===== config.mk =====
export PLATFORM = sky130hd
export DESIGN_NAME = floor_request_latch
export DESIGN_NICKNAME = d
export VERILOG_FILES = /design/src/rtl/floor_request_latch.sv
export SDC_FILE = /design/constraint.sdc
export NUM_CORES = 1
export LEC_CHECK = 0
export ABC_AREA = 1
export BUFFER_PORTS_ARGS = -buffer_cell sky130_fd_sc_hd__buf_2
export CAP_MARGIN = 0
export CORE_ASPECT_RATIO = 0.9
export CORE_MARGIN = 2
export CORE_UTILIZATION = 50
export DETAILED_ROUTE_END_ITERATION = 16
export PLACE_DENSITY = 0.74
export RECOVER_POWER = 25
export SYNTH_ARGS = -nofsm -noshare
export SYNTH_HDL_FRONTEND = slang
export SYNTH_SLANG_ARGS = --single-unit

===== constraint.sdc =====
create_clock -name ck -period 1.6 [get_ports ck]
set_input_delay 0.16 -clock ck [delete_from_list [all_inputs] [get_ports ck]]
set_output_delay 0.16 -clock ck [all_outputs]
set_load 0.02 [all_outputs]

===== src/rtl/floor_request_latch.sv =====
// Floor-call button front end: synchronises, debounces and edge-detects raw buttons,
// latches one request per floor and derives pending/direction flags.
module floor_request_latch #(
    parameter int unsigned NUM_FLOORS      = 8,
    parameter int unsigned DEBOUNCE_CYCLES = 250000,
    parameter int unsigned CNT_W           = 18
) (
    input  logic       ck,
    input  logic       rst_n,
    input  logic [7:0] btn_raw,
    input  logic       clr_valid,
    input  logic [3:0] clr_floor,
    input  logic [3:0] cur_floor,
    output logic [7:0] floor_btn,
    output logic       req_pending,
    output logic       has_above,
    output logic       has_below,
    output logic       new_req,
    output logic [3:0] new_req_floor
);

    localparam logic [CNT_W-1:0] CNT_LAST = CNT_W'(DEBOUNCE_CYCLES - 1);

    logic [NUM_FLOORS-1:0] sync_a, sync_b;
    logic [NUM_FLOORS-1:0] deb, deb_q, press;
    logic [CNT_W-1:0]      cnt [NUM_FLOORS];
    logic [NUM_FLOORS-1:0] btn_next, btn_q, rise;
    logic                  above_c, below_c;
    logic [3:0]            rise_lo;
    logic                  rise_found;

    always_ff @(posedge ck or negedge rst_n) begin
        if (!rst_n) begin
            sync_a <= '0;
            sync_b <= '0;
        end else begin
            sync_a <= btn_raw;
            sync_b <= sync_a;
        end
    end

    // Level only moves after DEBOUNCE_CYCLES consecutive disagreeing samples.
    always_ff @(posedge ck or negedge rst_n) begin
        if (!rst_n) begin
            deb <= '0;
            for (int unsigned i = 0; i < NUM_FLOORS; i++)
                cnt[i] <= '0;
        end else begin
            for (int unsigned i = 0; i < NUM_FLOORS; i++) begin
                if (sync_b[i] == deb[i]) begin
                    cnt[i] <= '0;
                end else if (cnt[i] == CNT_LAST) begin
                    deb[i] <= sync_b[i];
                    cnt[i] <= '0;
                end else begin
                    cnt[i] <= cnt[i] + 1'b1;
                end
            end
        end
    end

    always_ff @(posedge ck or negedge rst_n) begin
        if (!rst_n) begin
            deb_q <= '0;
            press <= '0;
        end else begin
            deb_q <= deb;
            press <= deb & ~deb_q;
        end
    end

    // Service clear takes priority over a same-cycle press on the same floor.
    always_comb begin
        btn_next = floor_btn;
        for (int unsigned i = 0; i < NUM_FLOORS; i++) begin
            if (clr_valid && (clr_floor == 4'(i)))
                btn_next[i] = 1'b0;
            else if (press[i])
                btn_next[i] = 1'b1;
        end
    end

    always_comb begin
        rise       = floor_btn & ~btn_q;
        rise_lo    = '0;
        rise_found = 1'b0;
        for (int unsigned i = 0; i < NUM_FLOORS; i++) begin
            if (rise[i] && !rise_found) begin
                rise_lo    = 4'(i);
                rise_found = 1'b1;
            end
        end
    end

    always_comb begin
        above_c = 1'b0;
        below_c = 1'b0;
        for (int unsigned i = 0; i < NUM_FLOORS; i++) begin
            if (floor_btn[i] && (i > 32'(cur_floor)))
                above_c = 1'b1;
            if (floor_btn[i] && (i < 32'(cur_floor)))
                below_c = 1'b1;
        end
    end

    always_ff @(posedge ck or negedge rst_n) begin
        if (!rst_n) begin
            floor_btn     <= '0;
            btn_q         <= '0;
            req_pending   <= 1'b0;
            has_above     <= 1'b0;
            has_below     <= 1'b0;
            new_req       <= 1'b0;
            new_req_floor <= '0;
        end else begin
            floor_btn   <= btn_next;
            btn_q       <= floor_btn;
            req_pending <= |floor_btn;
            has_above   <= above_c;
            has_below   <= below_c;
            new_req     <= rise_found;
            if (rise_found)
                new_req_floor <= rise_lo;
        end
    end

endmodule


# After elaboration in Yosys (flattened, before gate mapping)
# Index checks and enable logic that the tools add are counted.
[totals]
ff_bits = 208
input_bits = 19
wordCells = 209
[op_classes]
add_sub_neg = 8
n_lt_le_gt_ge = 15
n_eq_ne = 23
muxes = 62
bitwise = 12
n_reduce_logical = 55
[op_table]
columns = ["cell", "count"]
rows = [
  ["18-bit 2-to-1 mux", 16],
  ["18-bit by 1-bit adder with 18-bit output, second input constant", 8],
  ["18-bit equality test, second input constant", 8],
  ["1-bit 2-to-1 mux", 40],
  ["1-bit logical AND", 30],
  ["4-bit 2-to-1 mux", 6],
  ["8-bit AND", 2],
  ["4-bit by 3-bit equality test with 1-bit output, second input constant", 4],
  ["3-bit by 4-bit greater-than comparator with 1-bit output, first input constant", 4],
  ["3-bit by 4-bit less-than comparator with 1-bit output, first input constant", 4],
  ["8-bit NOT", 2],
  ["2-bit AND reduction", 8],
  ["2-bit nonzero test", 8],
  ["1-bit equality test", 8],
  ["4-bit by 2-bit equality test with 1-bit output, second input constant", 2],
  ["2-bit by 4-bit greater-than comparator with 1-bit output, first input constant", 2],
  ["1-bit by 4-bit less-than comparator with 1-bit output, first input constant", 2],
  ["2-bit by 4-bit less-than comparator with 1-bit output, first input constant", 2],
  ["1-bit NOT", 8],
  ["8-bit OR reduction", 1],
  ["1-bit logical NOT", 7],
  ["4-bit by 1-bit equality test with 1-bit output, second input constant", 1],
  ["1-bit by 4-bit greater-than comparator with 1-bit output, first input constant", 1],
  ["4-bit logical NOT", 1],
]

# Longest topological paths before layout
# Gate-level depths: netlist of the first run.
[logic_depth]
word_depth = 24
depth_mapped = 10
ltp_nobuf = 10

# Worst setup path after synthesis of the first run
# Ideal clock, no wire load.
[synth_timing]
kind = "reg2reg"
startpoint = "reg cnt[90] in the netlist's numbering"
endpoint = "reg cnt[98] in the netlist's numbering"
setup_time_ns = 0.071
arrival_ns = 1.297
required_time_ns = 1.529
slack_ns = 0.232
stages_incl_launch_ff = 9
path_buffers = 0
period_less_slack_ns = 1.368
path_cell_list = "dfrtp_1 > ha_1 > nand3_2 > inv_2 > nand4_1 > nor2_1 > nor2_1 > nand2_1 > nor2_1"
[synth_via]
elab_chain_len = 3
word_cells_on_any_way = 4
classes_between = "add/sub (1); eq/ne (1); mux (2)"
[synth_rtl]
columns = ["item", "line", "rtl"]
rows = [
  ["start, declared", "26", "logic [CNT_W-1:0] cnt [NUM_FLOORS];"],
  ["start signal, assigned by index", "56", "cnt[i] <= cnt[i] + 1'b1;"],
  ["18-bit by 1-bit adder with 18-bit output or 18-bit equality test (tied branches)", "56, 52", ""],
  ["18-bit 2-to-1 mux *", "52", "end else if (cnt[i] == CNT_LAST) begin"],
  ["18-bit 2-to-1 mux *", "50", "if (sync_b[i] == deb[i]) begin"],
]
# Mark *: on every way between the ends. The rest lies on a longest branch, timed or not.
# A chain may end at the register's enable or synchronous reset.

# Final worst setup path of the first run
[layout_timing]
startpoint = "reg cnt[126] in the netlist's numbering"
endpoint = "reg cnt[139] in the netlist's numbering"
# Same word-level chain as after synthesis.

==> results of run 1 <==
[per-stage QoR]
| stage | setup WS (ns) | area, um2 | TNS, ns | instances | total power [W] |
|---|---|---|---|---|---|
| 2_1_floorplan | 0.232 | 10500 | 0 | 1344 | 0.00601 |
| 3_3_place_gp | 0.128 | 11300 | 0 | 1681 | 0.00635 |
| 3_5_place_dp | 0.0727 | 11300 | 0 | 1681 | 0.00637 |
| 4_1_cts | 0.0619 | 12200 | 0 | 1732 | 0.0120 |
| 5_1_grt | -0.0133 | 12300 | -0.0681 | 1736 | 0.0124 |
| 6_report | 0.0809 | 12300 | 0 | 1736 | 0.0118 |
[synthesized netlist by cell type (10+ instances only)]
library cell  count  area, um2
nor2_1          320       1200
nand2_1         287       1080
dfrtp_1         207       5180
inv_1           159        597
nand3_1          77        385
nor3_1           48        240
xor2_1           45        394
nand4_1          28        175
a21oi_1          23        115
xnor2_1          21        184
nor2_2           20        125
nand2_2          15       93.8
o21ai_0          14       70.1
inv_2            10       37.5
[worst max-delay path, delay by kind of cell (launching register included)]
family,cells,cell delay (ns)
flops,1,0.37
fa+ha+maj,1,0.17
simple gates,4,0.52
compound gates,1,0.33
[kinds of logic (layout without fill, tap and decap cells)]
family,after synthesis,in the layout,synth area share
buffers and inverters,172,278,0.0620
other,1,1,0.000356
adder cells (fa/ha/maj),8,8,0.00952
flip-flops,207,207,0.492
AO/OA/AOI/OAI,56,56,0.0312
AND/OR/NAND/NOR,832,832,0.347
XOR/XNOR,68,68,0.0580
[power by group through the flow]
stage | Sequential [W] | Combinational [W] | Clock, W
after CTS | 0.00551 | 0.000787 | 0.00567
after floorplan | 0.00569 | 0.000326 | 0
after global routing | 0.00553 | 0.000899 | 0.00593
after global placement | 0.00560 | 0.000751 | 0
after detailed placement | 0.00560 | 0.000763 | 0
final | 0.00551 | 0.000795 | 0.00552
[area by class of cell]
cell class	count	area share
clock buffer	26	0.0487
timing repair buffer	69	0.0432
inverter	169	0.0518
multi-input combinational	965	0.388
sequential	207	0.423
clock inverter	14	0.0161
tap	286	0.0292
[worst paths after layout]
path / from / end / slack (ns) / cells past startpoint
min in group asynchronous: rst_n / cnt[47] / 0.33 / 2
worst max-delay path: cnt[126] / cnt[139] / 0.08 / 6
max in group asynchronous: rst_n / cnt[42] / 0.53 / 3
worst min-delay path: clr_floor[0] / floor_btn[3] / 0.04 / 4
worst min register to register: sync_a[7] / sync_b[7] / 0.34 / 0
worst max register to register: cnt[126] / cnt[139] / 0.08 / 6
[layer usage]
layer	track usage	up-vias	part of all wire
met5	0	-	0
met4	0.0401	0	0.014
met3	0.0336	24	0.048
met2	0.306	192	0.46
met1	0.271	3993	0.48
li1	-	4382	-
[flip-flops by register name, summed over array words and instances (netlist names)]
register,cells
has_below,1
btn_q,8
cnt,144
deb_q,8
sync_a,8
has_above,1
sync_b,8
deb,8
floor_btn,8
new_req,1
press,8
new_req_floor,3
req_pending,1
[what timing repair did]
action | in CTS | in global routing
setup buffers | 0 | 4
hold buffers | 11 | 0
setup endpoints to repair | 0 | 51
gates resized for setup | 0 | 19
hold endpoints to repair | 208 | 0
==> run_results.csv, run 1 <==
group,metric,value,unit
sta,finalHoldViolCount,0,
drt,wl_per_cell,12.1,um
clock_network,cts_tree,"built",
die,fp.dieH,142,um
finish,area_growth,16.5,%
pwr,pwr-share-seq,0.466,
sta,whs,0.0386,ns
drt,vias,8591,
setup_path,cpMaxStageDelayCell,"dfrtp_1",
yosys,synth.distinct_cells,38,
finish,nFillCells,1831,
die,fp.dieW,157,um
sta,fin_skew,0.00719,ns
yosys,yosysSeqAreaShare,0.492,
yosys,synth_edf_count,0,
sta,setup_viol,0,
clock_network,insertion_delay,0.50,ns
finish,final_common_cell,"nor2_1",
sta,slew_headroom,0.426,
yosys,ys_async_sr_fraction,1.00,
pwr,p_int,0.00916,W
setup_path,endpoint_kind,"flip-flop",
global_route,grt_pass1_vias,7775,
clock_network,cts_root_buf,"clkbuf_16",
drt,drt_pass1_iterations,7,
sta,period_needed,1.52,ns
global_route,grt_pass1_wl,35.3,mm
drt,drtIter0Drc,542,
pwr,p_sw,0.00266,W
worst_hold_path,min_path_type,"in -> reg",
setup_path,worstSetupPathType,"reg -> reg",
pwr,pwr-share-clk,0.467,
sta,post-route-period-util,0.949,
pwr,switching_share,0.225,
drt,drc,0,
setup_path,crit_required,1.97,ns
die,io-pin-count,35,
pwr,combPwrFrac,0.067,
clock_network,clkSinkCount,207,
yosys,synth_ff_type,"dfrtp_1",
setup_path,arrival,1.89,ns
die,initial_core_util,0.508,
global_route,grt-ovfl-total,0,
place,dpl.hpwl,15.0,mm
clock_network,cts_buffer_depth,3,
die,rows,50,
die,coreArea,0.0207,mm2
drt,final_antenna_net_count,0,
outcome,status,"finished clean",
drt,via_per_inst,4.95,
pwr,power.leakage,5.58,nW
finish,layout-drive-gt1-share,0.127,
sta,final_max_slew_viol_count,0,
clock_network,path_clk_slew,0.06,ns
yosys,yosys_register_bits,207,
global_route,grt_max_degree,59,
yosys,ys_warn_count,0,
finish,antenna_cells,0,
yosys,synthCells,1344,
sta,grt_setup_unrepaired,"yes",
die,die_area,0.0222,mm2
finish,final_cell_mix,"nor2_1 (314), nand2_1 (285), dfrtp_1 (207), inv_1 (159), nand3_1 (75)",
drt,routed_wl,21.0,mm
finish,ff_latch_area,0.00518,mm2
yosys,synth_area,0.0105,mm2
global_route,grt_usage,0.190,
clock_network,htree_levels,1,
clock_network,numCtsBuffers,23,
setup_path,crit_chain,"ha_1, nand2_1, nor2_4, nand4_1, o21ai_2, nor3_1",
finish,layout.nets,1462,
yosys,avgSynthCellArea,7.83,um2
finish,postLayoutCoreUtil,0.592,
place,place_congestion,0.906,
pwr,p_per_area,965,mW/mm2
run,drv_cap,0,
sta,tightestPinTransition,0.861,ns
global_route,antenna_found_initial,0,
pwr,irDropWorstVdd,0.000640,V
setup_path,crit_fanout,7,
setup_path,setup.worst_path.start_class,"flip-flop",
sta,max_freq,658,MHz
yosys,synth_fp_nets,1371,
setup_path,cpPeakStageDelay,0.37,ns
finish,multi_input_area,0.00476,mm2
place,portBuffers,33,
No activity file was read; power rests on OpenSTA's default activity.
==> run 2: changes to the inputs <==
--- a/config.mk
+++ b/config.mk
@@ -6,13 +6,13 @@
 export NUM_CORES = 1
 export LEC_CHECK = 0
 export ABC_AREA = 1
-export BUFFER_PORTS_ARGS = -buffer_cell sky130_fd_sc_hd__buf_2
+export BUFFER_PORTS_ARGS = -buffer_cell sky130_fd_sc_hd__buf_4
 export CAP_MARGIN = 0
 export CORE_ASPECT_RATIO = 0.9
 export CORE_MARGIN = 2
 export CORE_UTILIZATION = 50
 export DETAILED_ROUTE_END_ITERATION = 16
-export PLACE_DENSITY = 0.74
+export PLACE_DENSITY = 0.76
 export RECOVER_POWER = 25
 export SYNTH_ARGS = -nofsm -noshare
 export SYNTH_HDL_FRONTEND = slang
==> run_results.csv, run 2 (same netlist as run 1, synthesis figures left out) <==
group,metric,value,unit
finish,final_cell_mix,"nor2_1 (315), nand2_1 (284), dfrtp_1 (207), inv_1 (156), nand3_1 (76)",
setup_path,crit_chain,"clkbuf_1, buf_4",
run,drv_cap,0,
global_route,grt_util_met3,0.0299,
drt,wl_per_cell,11.9,um
clock_network,cts_buffer_depth,3,
finish,layout.nets,1464,
die,fp.dieW,157,um
finish,antenna_cells,0,
global_route,grt_pass1_vias,7992,
drt,routed_wl,20.6,mm
sta,max_freq,655,MHz
place,dpl.hpwl,14.9,mm
setup_path,reg2reg_depth,8,
sta,setup_viol,0,
finish,area_growth,16.5,%
drt,final_antenna_net_count,0,
clock_network,insertion_delay,0.50,ns
finish,nFillCells,1786,
sta,period_needed,1.53,ns
global_route,grt_max_degree,49,
outcome,status,"finished clean",
finish,largest_reg_flops,144,
place,dp.cells,1679,
clock_network,path_clk_slew,0.06,ns
die,coreArea,0.0207,mm2
global_route,grt_usage,0.193,
drt,drtIter0Drc,673,
setup_path,crit_fanout,7,
setup_path,worstSetupPathType,"reg -> out",
drt,drc,0,
global_route,gr-usage-met2,0.317,
worst_hold_path,whs_path_depth,4,
setup_path,setup.worst_path.start_class,"flip-flop",
setup_path,cpPeakStageDelay,0.34,ns
global_route,grt_pass1_wl,36.3,mm
die,rows,50,
finish,final_common_cell,"nor2_1",
clock_network,numCtsBuffers,22,
place,place_congestion,0.892,
pwr,p_per_area,926,mW/mm2
finish,fin_cells,1738,
drt,via_per_inst,4.92,
sta,tightestPinTransition,0.708,ns
drt,vias,8554,
sta,fin_skew,0.00737,ns
global_route,use_met1,0.273,
die,initial_core_util,0.508,
setup_path,crit_required,1.44,ns
die,die_area,0.0222,mm2
pwr,irDropWorstVdd,0.000708,V
setup_path,cpMaxStageDelayCell,"dfrtp_1",
global_route,antenna_found_initial,0,
sta,slew_headroom,0.528,
drt,drt_pass1_iterations,5,
finish,layout-drive-gt1-share,0.124,
finish,regMostFlops,"cnt",
setup_path,endpoint_kind,"output pin",
place,portBuffers,33,
sta,final_max_slew_viol_count,0,
clock_network,cts_root_buf,"clkbuf_16",
clock_network,htree_levels,1,
sta,setup_tns,0,ns
global_route,grt-ovfl-total,0,
worst_hold_path,min_path_type,"in -> reg",
setup_path,arrival,1.37,ns
pwr,power.leakage,5.56,nW
sta,post-route-period-util,0.954,
clock_network,cts_tree,"built",
clock_network,clkSinkCount,207,
die,fp.dieH,142,um
global_route,grt_busiest_layer,"met2",
die,io-pin-count,35,
sta,finalHoldViolCount,0,
run 2: metrics by stage:
| step | hold slack (ns) | instance area [um2] | utilization | power [W] | worst slack (ns) |
|---|---|---|---|---|---|
| finish | 0.0316 | 12300 | 0.592 | 0.0114 | 0.0732 |
| global route | 0.0401 | 12300 | 0.592 | 0.0119 | -0.0210 |
| CTS | 0.0176 | 12200 | 0.587 | 0.0115 | 0.0692 |
| detailed placement | 0.0993 | 11300 | 0.546 | 0.00642 | 0.0704 |
| global placement | 0.0967 | 11300 | 0.546 | 0.00640 | 0.121 |
| floorplan | -0.136 | 10500 | - | 0.00601 | 0.232 |
run 2: report_power, final:
group	internal, W	switching [W]	total, W
clock network	0.00294	0.00206	0.00499
registers	0.00540	0.000117	0.00552
logic	0.000338	0.000504	0.000842
run 2: critical path: cells and delay by family, from the launching register on:
family                 cells  cell delay, ns
DFF                        1            0.34
buffers and inverters      2            0.52
run 2: metal layers:
layer	part of all wire	wire length, um
met1	0.48	9850
met2	0.45	9370
met3	0.050	1030
met4	0.017	355
met5	0	0
run 2: worst paths after layout:
path | from | end | slack, ns
min in group asynchronous | rst_n | cnt[47] | 0.14
max in group asynchronous | rst_n | cnt[81] | 0.44
min reg2reg | sync_a[7] | sync_b[7] | 0.35
max reg2reg | cnt[127] | cnt[143] | 0.09
max | floor_btn[3] | floor_btn[3] | 0.07
min | clr_floor[0] | floor_btn[3] | 0.03
run 2: area by class of cell:
cell class | instances | area [um2] | area share
Sequential cell | 207 | 5180 | 0.423
Multi-Input combinational cell | 966 | 4770 | 0.390
Inverter | 169 | 634 | 0.0518
Clock buffer | 30 | 632 | 0.0516
Timing Repair Buffer | 71 | 589 | 0.0481
Tap cell | 286 | 358 | 0.0292
Clock inverter | 9 | 85.1 | 0.00694
run 2: repair_timing:
action	in CTS	in global routing
endpoints found under the setup margin	0	56
setup buffers	0	6
endpoints found under the hold margin	222	0
resized for setup	0	22
hold buffers	13	0
